[src/rtl/iir_mc_pkg.sv]
// Shared definitions for the multi-channel leaky-integrator core.
// Build option: define IIR_MC_SAT_EN to saturate results on overflow.
// Without it, results wrap modulo 2^DOUT_W.
package iir_mc_pkg;

  localparam int DIN_W_DEF  = 8;
  localparam int DOUT_W_DEF = 20;
  localparam int CH_DEF     = 4;
  localparam int K_DEF      = 4;

  typedef enum logic {
    OVF_WRAP = 1'b0,
    OVF_SAT  = 1'b1
  } ovf_mode_e;

`ifdef IIR_MC_SAT_EN
  localparam ovf_mode_e OVF_MODE = OVF_SAT;
`else
  localparam ovf_mode_e OVF_MODE = OVF_WRAP;
`endif

  // A channel tag is always at least one bit wide, even for a single channel.
  function automatic int ch_width(input int n);
    return (n <= 1) ? 1 : $clog2(n);
  endfunction

endpackage

[src/rtl/iir_mc_stage.sv]
// Combinational leaky-integrator update: y + x - (y >> K).
// Also flags overflow past 2^DOUT_W-1 and resolves it by saturating or
// wrapping, depending on OVF_MODE (IIR_MC_SAT_EN).
module iir_mc_stage
  import iir_mc_pkg::*;
#(
  parameter int DIN_W  = DIN_W_DEF,
  parameter int DOUT_W = DOUT_W_DEF,
  parameter int K      = K_DEF
) (
  input  logic [DOUT_W-1:0] y_i,
  input  logic [DIN_W-1:0]  x_i,
  output logic [DOUT_W-1:0] res_o,
  output logic              ovf_o
);

  logic [DOUT_W-1:0] leak;
  logic [DOUT_W:0]   sum;

  // Turn the one-bit-wider sum into a stored/emitted value.
  function automatic logic [DOUT_W-1:0] resolve(input logic [DOUT_W:0] s);
    if ((OVF_MODE == OVF_SAT) && s[DOUT_W]) begin
      return '1;
    end
    return s[DOUT_W-1:0];
  endfunction

  // y - (y >> K) can never underflow, so it stays DOUT_W wide; only the
  // addition of x can carry into bit DOUT_W.
  always_comb begin
    leak  = y_i - (y_i >> K);
    sum   = {1'b0, leak} + {{(DOUT_W + 1 - DIN_W){1'b0}}, x_i};
    ovf_o = sum[DOUT_W];
    res_o = resolve(sum);
  end

endmodule

[src/rtl/iir_mc_core.sv]
// Time-multiplexed first-order IIR over CH channels with one shared datapath.
// Stage 1 captures the sample and the channel's previous output, forwarding
// the stage-2 result when both stages work on the same channel. Stage 2
// computes, emits and writes the new state back.
// Build option: IIR_MC_SAT_EN selects saturating overflow handling.
module iir_mc_core
  import iir_mc_pkg::*;
#(
  parameter  int DIN_W  = DIN_W_DEF,
  parameter  int DOUT_W = DOUT_W_DEF,
  parameter  int CH     = CH_DEF,
  parameter  int K      = K_DEF,
  localparam int CH_W   = ch_width(CH)
) (
  input  logic              clk_21,
  input  logic              rst_21,
  input  logic              data_valid_21,
  input  logic [CH_W-1:0]   ch_21,
  input  logic [DIN_W-1:0]  din_21,
  input  logic              clr_21,
  output logic              dout_valid_21,
  output logic [CH_W-1:0]   dout_ch_21,
  output logic [DOUT_W-1:0] dout_21,
  output logic              ovf_21
);

  localparam logic [CH_W:0] CH_LIM = (CH_W + 1)'(CH);

  logic [DOUT_W-1:0] state_q [CH];

  logic              ch_ok;
  logic [CH_W-1:0]   ch_rd;
  logic              fwd;
  logic              vld_p1_d;
  logic [DOUT_W-1:0] y_p1_d;

  logic              vld_p1_q;
  logic [CH_W-1:0]   ch_p1_q;
  logic [DIN_W-1:0]  x_p1_q;
  logic [DOUT_W-1:0] y_p1_q;

  logic [DOUT_W-1:0] res_p1;
  logic              ovf_p1;

  logic              vld_p2_q;
  logic [CH_W-1:0]   ch_p2_q;
  logic [DOUT_W-1:0] dout_p2_q;
  logic              ovf_q;

  // ---- stage 0 -> 1: accept, read state, forward from stage 2 ----
  // Qualify the sample and pick the previous output for its channel.
  always_comb begin
    ch_ok    = ({1'b0, ch_21} < CH_LIM);
    ch_rd    = ch_ok ? ch_21 : '0;
    vld_p1_d = data_valid_21 && ch_ok && !clr_21;
    fwd      = vld_p1_q && (ch_p1_q == ch_rd);
    y_p1_d   = fwd ? res_p1 : state_q[ch_rd];
  end

  // Stage-1 valid; reset and clear both flush the sample in flight.
  always_ff @(posedge clk_21) begin
    if (rst_21 || clr_21) begin
      vld_p1_q <= 1'b0;
    end else begin
      vld_p1_q <= vld_p1_d;
    end
  end

  // Stage-1 data, only loaded for accepted samples.
  always_ff @(posedge clk_21) begin
    if (vld_p1_d) begin
      ch_p1_q <= ch_21;
      x_p1_q  <= din_21;
      y_p1_q  <= y_p1_d;
    end
  end

  // ---- stage 1 -> 2: arithmetic, output register, write-back ----
  iir_mc_stage #(
    .DIN_W  (DIN_W),
    .DOUT_W (DOUT_W),
    .K      (K)
  ) u_stage (
    .y_i   (y_p1_q),
    .x_i   (x_p1_q),
    .res_o (res_p1),
    .ovf_o (ovf_p1)
  );

  // Output register and sticky overflow flag.
  always_ff @(posedge clk_21) begin
    if (rst_21) begin
      vld_p2_q  <= 1'b0;
      ch_p2_q   <= '0;
      dout_p2_q <= '0;
      ovf_q     <= 1'b0;
    end else if (clr_21) begin
      vld_p2_q  <= 1'b0;
      ovf_q     <= 1'b0;
    end else begin
      vld_p2_q <= vld_p1_q;
      if (vld_p1_q) begin
        ch_p2_q   <= ch_p1_q;
        dout_p2_q <= res_p1;
      end
      if (vld_p1_q && ovf_p1) begin
        ovf_q <= 1'b1;
      end
    end
  end

  // Per-channel state holds exactly the value emitted on dout.
  always_ff @(posedge clk_21) begin
    if (rst_21 || clr_21) begin
      for (int i = 0; i < CH; i++) begin
        state_q[i] <= '0;
      end
    end else if (vld_p1_q) begin
      state_q[ch_p1_q] <= res_p1;
    end
  end

  assign dout_valid_21 = vld_p2_q;
  assign dout_ch_21    = ch_p2_q;
  assign dout_21       = dout_p2_q;
  assign ovf_21        = ovf_q;

endmodule

[config.mk]
export PLATFORM = sky130hd
export DESIGN_NAME = iir_mc_core
export DESIGN_NICKNAME = d
export VERILOG_FILES = /design/src/rtl/iir_mc_pkg.sv /design/src/rtl/iir_mc_stage.sv /design/src/rtl/iir_mc_core.sv
export SDC_FILE = /design/constraint.sdc
export NUM_CORES = 1
export LEC_CHECK = 0
export BUFFER_PORTS_ARGS = -buffer_cell sky130_fd_sc_hd__buf_4
export CAP_MARGIN = 20
export CORE_MARGIN = 2
export CORE_UTILIZATION = 50
export CTS_CLUSTER_DIAMETER = 120
export DETAILED_ROUTE_END_ITERATION = 8
export GPL_ROUTABILITY_DRIVEN = 0
export PLACE_DENSITY = 0.77
export SETUP_SLACK_MARGIN = 0.15
export SKIP_LAST_GASP = 1
export SLEW_MARGIN = 20
export SYNTH_ARGS = -nofsm -noshare
export SYNTH_HDL_FRONTEND = slang
export SYNTH_HIERARCHICAL = 1
export SYNTH_SLANG_ARGS = --single-unit
[constraint.sdc]
create_clock -name clk_21 -period 3.55 [get_ports clk_21]
set_clock_uncertainty 0.15 [all_clocks]
set_input_delay 0.355 -clock clk_21 [delete_from_list [all_inputs] [get_ports clk_21]]
set_output_delay 0.355 -clock clk_21 [all_outputs]
set_load 0.05 [all_outputs]
==> results of run 1 <==
-- timing repair --
action,4_1_cts,5_1_grt
endpoints found under the hold margin,8,0
resized for setup,36,39
pin swaps,15,17
buffers inserted,4,10
setup endpoints to repair,74,85
hold buffers,8,0
-- metal layers --
| metal | part of all wire [%] | wire length (µm) | track usage, % |
|---|---|---|---|
| met1 | 43 | 7044 | 30.00 |
| met2 | 51 | 8414 | 39.04 |
| met3 | 4.1 | 677 | 4.401 |
| met4 | 1.8 | 304 | 8.118 |
| met5 | 0 | 0 | 0 |
-- state kept, by name (all words and copies together) (netlist names) --
name	count
x_p1_q	8
dout_ch_21	2
dout_21	20
ch_p1_q	2
ovf_21	1
y_p1_q	20
state_q	80
dout_valid_21	1
vld_p1_q	1
-- how the worst min path moves through the flow --
stage	from	endpoint	depth (start not counted)
2_1_floorplan	clr_21	ovf_21	1
3_3_place_gp	dout_21[1]	dout_21[1]	1
3_5_place_dp	dout_21[18]	dout_21[18]	1
4_1_cts	rst_21	vld_p1_q	2
5_1_grt	clr_21	ovf_21	2
6_report	rst_21	vld_p1_q	2
-- worst max-delay path, cell delays in order, from the launching register on --
cell and delay, ps:
edfxtp_1 400, ha_2 220, inv_2 40, fa_2 350
a21o_1 210, a221oi_2 290, xnor2_1 120, ha_2 340
or2_4 120, a21oi_4 50, a21oi_2 160, nand4_1 160
buf_4 190, nor3_4 250, xnor2_2 160, mux2_4 310
-- Yosys cell counts (3+ instances only) --
master | n | area (µm²)
a21o_1 | 27 | 202.7
a21oi_1 | 21 | 105.1
and2_1 | 81 | 506.7
buf_2 | 3 | 15.01
buf_4 | 5 | 37.54
clkbuf_2 | 4 | 20.02
dfxtp_1 | 25 | 500.5
edfxtp_1 | 110 | 3303
ha_1 | 24 | 300.3
inv_1 | 21 | 78.83
mux2_4 | 20 | 300.3
mux4_2 | 20 | 450.4
nand2_1 | 14 | 52.55
nand2b_1 | 3 | 18.77
nand3_1 | 6 | 30.03
nand4_1 | 3 | 18.77
nor2_1 | 17 | 63.81
nor2b_1 | 8 | 50.05
nor3_1 | 3 | 15.01
o21a_1 | 3 | 22.52
o21ai_0 | 3 | 15.01
o21ai_1 | 4 | 20.02
or3_1 | 3 | 18.77
xnor2_1 | 23 | 201.4
xor2_1 | 8 | 70.07
-- stage by stage --
stage / utilization, % / total power [mW] / setup slack [ps]
finish: 64.56 / 4.803 / -234.0
CTS: 62.81 / 4.705 / -85.35
floorplan: - / 2.412 / 57.04
global placement: 55.84 / 2.667 / -88.61
detailed placement: 55.84 / 2.693 / -225.6
global route: 64.56 / 4.955 / -345.7
-- area by class of cell --
| type | instances | area share, % |
|---|---|---|
| clock buffers | 21 | 5.311 |
| clock inverters | 11 | 1.907 |
| inverters | 21 | 0.8900 |
| multi-input cells | 336 | 37.62 |
| flip-flops and latches | 135 | 42.94 |
| well taps | 180 | 2.543 |
| repair buffers | 99 | 8.787 |
-- report_power, final --
group | switching (mW) | leakage [nW] | internal, mW
Combinational | 0.601 | 2.13 | 0.482
Sequential | 0.0378 | 1.38 | 1.80
Clock | 0.655 | 0.305 | 1.23
Total | 1.29 | 3.81 | 3.51
-- cell families after synthesis --
| logic type | share of synthesized area, % |
|---|---|
| flip-flops | 54.79 |
| buffers and inverters | 2.722 |
| multiplexers | 11.10 |
| AND/OR/NAND/NOR | 13.84 |
| XOR/XNOR | 4.542 |
| adder cells (fa/ha/maj) | 4.903 |
| AO/OA/AOI/OAI | 8.093 |
==> flow_summary.ini, run 1 <==
[timing]
setup_tns_ps = -3664
fin_crit_ps = 3784
max_freq_mhz = 264.3
worst_slew_pin_slew_ps = 699.0
finalMaxSlewViolations = 0
hold_violations = 0
setup_ws_ps = -234.0
rsz0062_at_grt = true
hold_slack_ps = 44.78
slew_headroom_pct = 53.23
setup_viol = 44
period_share_pct = 106.6

[layout]
drive_gt1_share_pct = 38.52
final_area_um2 = 8857
final_nets = 650
area_growth_pct = 27.60
n_fill_cell = 943
stdcell_count = 803
ff_latch_area_um2 = 3804
insertedDiodeCount = 0
final_common_cell = edfxtp_1
layout_common_cells = 110 x edfxtp_1, 87 x buf_4, 63 x and2_1, 27 x a21o_1, 25 x dfxtp_1
multi_input_area_um2 = 3332

[die]
pin_count = 38
fp.coreArea_um2 = 13720
fp.dieW_um = 121.8
initial_utilization_pct = 50.60
die_h_um = 121.8
rows = 43
die-area_um2 = 14840

[critical_path]
crit_path_end = y_p1_q[18]
cp-startpoint = y_p1_q[4]
cp_max_fo = 5
required_ps = 3560
worst_r2r_path_depth = 15
start_kind = flip-flop
r2r_start = y_p1_q[4]
r2r-end = y_p1_q[18]
rrSetupSlack_ps = -230
crit_type = flip-flop to flip-flop
arrival_ps = 3800
cp-end-kind = flip-flop

[synth]
synth_enable_flop_cells = 110
syn_area_per_cell_um2 = 13.61
synth_cell_type_count = 63
syn_inst = 510
syn_area_um2 = 6942
synth_fp_nets = 550
ys_seq_area_share_pct = 54.79
synth_warnings = 6
async_flop_share_pct = 0
ys_ff_latch = 135
yosys_most_used_dff = edfxtp_1

[global_routing]
grt_pass1_vias = 4737
antenna_found_initial = 0
grt_max_degree = 32
grt_pass1_wl_mm = 25.52
track_usage_pct = 23.12
grt_overflow = 0

[cts]
numCtsBuffers = 17
clk_pin_slew_ps = 60
clock-sinks = 135
clock_latency_ps = 410
root_buffer = clkbuf_16
cts_tree = built
clk_path_buf_depth = 2
htreeDepth = 4

[pwr]
p_per_area_nw_per_um2 = 542.3
irDropWorstVdd_mv = 0.5009
power.leakage_nw = 3.811

[detailed_routing]
first_pass_iters = 6
wl_mm = 16.44
drc_errors = 0
drt-initial-drc-count = 395
vias = 4583
avgRoutedWirePerCell_um = 20.47
routed_via_density = 5.707
postRouteAntennaNets = 0

[job]
max-cap-violations = 0

[outcome]
violations = setup timing
outcome = finished, violations left

[placement]
hpwl_mm = 9.708
dpl-instance-area_um2 = 7661
io_buffers = 37
place_inst = 749

[hold_path]
holdCritPathClass = input pin to flip-flop
Note: power is estimated with default switching activity, not from simulation.
==> inputs of run 2 (changes only) <==
PLACE_DENSITY = 0.79   (was 0.77)
SETUP_SLACK_MARGIN = 0.5   (was 0.15)
==> run 2 against run 1 <==
Count of clock-buffer cells in the layout decreased by 2; critical endpoint unchanged; the run still ends with setup timing left; die area unchanged; clock power is 4% lower; register-to-register slack got worse by 60 ps; critical path depth unchanged; wire length up 6.3%; worst hold slack improved by 0.91 ps; maximum frequency decreased by 1.6%; highest routed layer unchanged.
==> flow_summary.ini, run 2 (synthesis gave the netlist of run 1 again) <==
[job]
max-cap-violations = 0

[placement]
io_buffers = 37
place_inst = 745
place_ws_ps = -154.8
dpl-instance-area_um2 = 7631
hpwl_mm = 9.740

[detailed_routing]
avgRoutedWirePerCell_um = 21.95
vias = 4669
drt-initial-drc-count = 455
first_pass_iters = 5
drc_errors = 0
wl_mm = 17.47
routed_via_density = 5.866
postRouteAntennaNets = 0

[layout]
regMostFlops = state_q
insertedDiodeCount = 0
drive_gt1_share_pct = 37.99
layout_common_cells = 110 x edfxtp_1, 81 x buf_4, 65 x and2_1, 27 x a21o_1, 25 x dfxtp_1
final_area_um2 = 8803
stdcell_count = 796
final_nets = 643
final_common_cell = edfxtp_1
area_growth_pct = 26.82
largest_reg_flops = 80

[pwr]
irDropWorstVdd_mv = 0.3996
power.leakage_nw = 3.791
p_per_area_nw_per_um2 = 544.0

[die]
fp.coreArea_um2 = 13720
fp.dieW_um = 121.8
initial_utilization_pct = 50.60
rows = 43
die_h_um = 121.8
die-area_um2 = 14840
pin_count = 38

[cts]
clock_latency_ps = 420
clk_pin_slew_ps = 70
htreeDepth = 4
clock-sinks = 135
numCtsBuffers = 17
root_buffer = clkbuf_16
clk_path_buf_depth = 2
cts_tree = built

[hold_path]
holdCritPathClass = input pin to flip-flop

[timing]
hold_slack_ps = 45.70
rsz0062_at_grt = true
max_freq_mhz = 260.1
setup_viol = 38
setup_ws_ps = -294.6
setup_tns_ps = -3964
hold_violations = 0
fin_crit_ps = 3845
slew_headroom_pct = 51.76
finalMaxSlewViolations = 0
period_share_pct = 108.3
worst_slew_pin_slew_ps = 720.9

[global_routing]
antenna_found_initial = 0
grt_pass1_vias = 4730
grt_max_degree = 32
grt_pass1_wl_mm = 24.87
track_usage_pct = 22.61
grt_overflow = 0

[critical_path]
start_kind = flip-flop
crit_type = flip-flop to flip-flop
cp_max_fo = 5
arrival_ps = 3850
required_ps = 3560
cp-end-kind = flip-flop

[outcome]
violations = setup timing
outcome = finished, violations left
==> run 2: cell type report <==
cell class | instances | area (µm²)
clock inverters | 13 | 170.2
well taps | 180 | 225.2
inverters | 21 | 78.83
repair buffers | 92 | 730.7
flip-flops and latches | 135 | 3804
multi-input cells | 336 | 3362
fillers | 929 | 4916
clock buffers | 19 | 432.9
==> run 2: path summary, 6_finish.rpt <==
kind | startpoint | endpoint | slack, ps | depth (start not counted)
setup / recovery | y_p1_q[4] | y_p1_q[18] | -290 | 15
hold reg to reg | dout_21[4] | dout_21[4] | 310 | 1
hold / removal | clr_21 | ovf_21 | 50 | 2
setup reg to reg | y_p1_q[4] | y_p1_q[18] | -290 | 15
==> run 2: what timing repair did <==
| item | CTS | global route |
|---|---|---|
| endpoints found under the hold margin | 8 | 0 |
| cloned | 0 | 0 |
| gates resized for setup | 42 | 32 |
| endpoints found under the setup margin | 85 | 91 |
| buffers inserted | 5 | 6 |
| hold buffers | 8 | 0 |
| pin swaps | 27 | 21 |
==> run 2: critical path, stage by stage (launching register included) <==
cell and delay [ps]:
edfxtp_1 450, ha_1 360, a21o_1 210, a31oi_2 190, a21oi_2 80, o21a_1 180, nor2_2 130, xnor2_1 110
ha_2 370, a21oi_4 70, a21oi_4 170, nand4_1 200, buf_4 220, nor3_4 200, xnor2_2 170, mux2_4 300
==> run 2: power breakdown <==
part | internal [mW] | switching [mW]
logic | 0.502 | 0.634
registers | 1.80 | 0.0417
clock network | 1.11 | 0.701
total | 3.41 | 1.38
==> run 2: per-stage QoR <==
stage / power (mW) / utilization (%)
5_1_grt: 4.919 / 64.17
2_1_floorplan: 2.413 / -
6_report: 4.789 / 64.17
3_3_place_gp: 2.659 / 55.62
3_5_place_dp: 2.682 / 55.62
4_1_cts: 4.606 / 62.65
==> run 2: layer usage <==
layer / vias to the layer above / track usage, % / share of wire, %
li1: 2068 / - / -
met1: 2354 / 28.54 / 40
met2: 209 / 38.41 / 52
met3: 38 / 4.401 / 6.0
met4: 0 / 9.124 / 2.3
met5: - / 0 / 0
==> inputs of run 3 (changes only) <==
CTS_BUF_LIST = sky130_fd_sc_hd__clkbuf_8   (was default)
==> run 3 against run 2 <==
The flow still finishes with violations (setup timing); utilization fell by 1.6 points; critical path depth rose by 1; sequential cell count did not move; clock power fell by 28%; sequential share of layout area rose by 1.1 points; count of clock-buffer cells in the layout fell by 2; maximum frequency rose by 1.7%; worst setup slack improved by 64 ps; die area did not move; via count fell by 4.4%; final area fell by 2.4%; critical endpoint unchanged; largest power group unchanged.
==> flow_summary.ini, run 3 (synthesis gave the netlist of run 1 again) <==
[layout]
drive_gt1_share_pct = 37.89
area_growth_pct = 23.76
ff_latch_area_um2 = 3804
n_fill_cell = 972
stdcell_count = 795
final_common_cell = edfxtp_1
final_util_pct = 62.62
regMostFlops = state_q
final_nets = 642
insertedDiodeCount = 0
layout_common_cells = 110 x edfxtp_1, 80 x buf_4, 63 x and2_1, 27 x a21o_1, 25 x dfxtp_1
multi_input_area_um2 = 3357
largest_reg_flops = 80

[outcome]
violations = setup timing
outcome = finished, violations left

[pwr]
p_per_area_nw_per_um2 = 489.3
power.leakage_nw = 3.706
irDropWorstVdd_mv = 0.3392

[critical_path]
critPathSlowestCell = edfxtp_1
cp_max_fo = 5
arrival_ps = 3800
start_kind = flip-flop
required_ps = 3570
cpPeakStageDelay_ps = 370
rrSetupSlack_ps = -230
cp-end-kind = flip-flop
path_cells = inv_1 -> ha_2 -> inv_2 -> fa_2 -> a21o_1 -> a221oi_2 -> xnor2_1 -> ha_1 -> or2_4 -> a21oi_4 -> a21oi_2 -> nand4_1 -> buf_4 -> nor3_4 -> xnor2_2 -> mux2_4
crit_type = flip-flop to flip-flop
r2r-end = y_p1_q[18]
r2r_start = y_p1_q[0]
worst_r2r_path_depth = 16

[timing]
finalMaxSlewViolations = 0
setup_ws_ps = -230.6
rsz0062_at_grt = true
period_share_pct = 106.5
fin_crit_ps = 3781
hold_violations = 0
slew_headroom_pct = 54.85
setup_viol = 32
worst_slew_pin_slew_ps = 674.7
hold_slack_ps = 24.96
max_freq_mhz = 264.5

[job]
max-cap-violations = 0

[global_routing]
grt_pass1_vias = 4658
antenna_found_initial = 0
track_usage_pct = 20.91
grt_pass1_wl_mm = 23.33
grt_max_degree = 32
grt_overflow = 0

[detailed_routing]
avgRoutedWirePerCell_um = 19.13
postRouteAntennaNets = 0
routed_via_density = 5.614
first_pass_iters = 5
drc_errors = 0
wl_mm = 15.21
drt-initial-drc-count = 263
vias = 4463

[die]
pin_count = 38
die-area_um2 = 14840
die_h_um = 121.8
initial_utilization_pct = 50.60
rows = 43
fp.coreArea_um2 = 13720
fp.dieW_um = 121.8

[cts]
clk_path_buf_depth = 2
clock-sinks = 135
clock_latency_ps = 430
root_buffer = clkbuf_8
clk_pin_slew_ps = 90
htreeDepth = 4
numCtsBuffers = 17
cts_tree = built

[hold_path]
whs_endpoint = dout_ch_21[0]
holdCritPathClass = input pin to flip-flop
min_path_cells = 2
hold_path.startpoint = rst_21

[placement]
place_inst = 745
io_buffers = 37
hpwl_mm = 9.740
place_ws_ps = -154.8
run 3: cell count changes in the layout (fill, tap and decap cells not counted), moves of 2 or more:
cell       before  now
clkbuf_16      17    0
clkbuf_8        0   17
and2_1         65   63
and2_4         16   18
clkbuf_1        2    0
inv_1          19   21
run 3: worst max path at each step:
| stage | startpoint | endpoint | slack [ps] |
|---|---|---|---|
| after global placement | y_p1_q[4] | ovf_21 | -50 |
| final | y_p1_q[0] | y_p1_q[18] | -230 |
| after CTS | y_p1_q[0] | y_p1_q[19] | -60 |
| after floorplan | y_p1_q[0] | y_p1_q[19] | 60 |
| after detailed placement | y_p1_q[1] | ovf_21 | -150 |
| after global routing | y_p1_q[1] | y_p1_q[18] | -450 |
run 3: power by group:
part	switching [mW]	leakage (nW)	internal (mW)
clock	0.611	0.206	0.699
sequential	0.0363	1.38	1.79
combinational	0.590	2.12	0.475
run 3: critical path, delay by kind of cell (launching register included):
kind / cells / cell delay (ps)
flops: 1 / 370
mux: 1 / 290
fa+ha+maj: 3 / 780
simple gates: 3 / 570
compound gates: 4 / 710
xor+xnor: 2 / 300
buf+inv: 3 / 360
run 3: final cells by class:
| class | count | share of cell area [%] |
|---|---|---|
| flip-flops and latches | 135 | 44.28 |
| repair buffers | 91 | 8.316 |
| well taps | 180 | 2.622 |
| clock buffers | 17 | 2.724 |
| inverters | 21 | 0.9176 |
| multi-input cells | 336 | 39.08 |
| clock inverters | 15 | 2.068 |
run 3: what timing repair did:
action	in CTS	in global routing
setup endpoints to repair	85	91
pin swaps	24	18
hold buffers	8	0
setup buffers	4	6
resized for setup	39	37
hold endpoints to repair	8	0
run 3: per-layer routing:
layer / wire length, µm / GRT usage (%) / vias to the layer above
met4: 241 / 8.836 / 0
met1: 6208 / 27.02 / 2220
met5: 0 / 0 / -
met3: 904 / 3.371 / 19
li1: - / - / 2076
met2: 7858 / 35.16 / 148
run 3: through the flow:
| stage | area, µm² | power (mW) | TNS [ps] |
|---|---|---|---|
| final | 8591 | 4.203 | -2341 |
| after global routing | 8591 | 4.359 | -11120 |
| after CTS | 8383 | 4.114 | -194.8 |
| after detailed placement | 7631 | 2.682 | -1001 |
| after global placement | 7631 | 2.659 | -131.4 |
| after floorplan | 6965 | 2.413 | 0 |
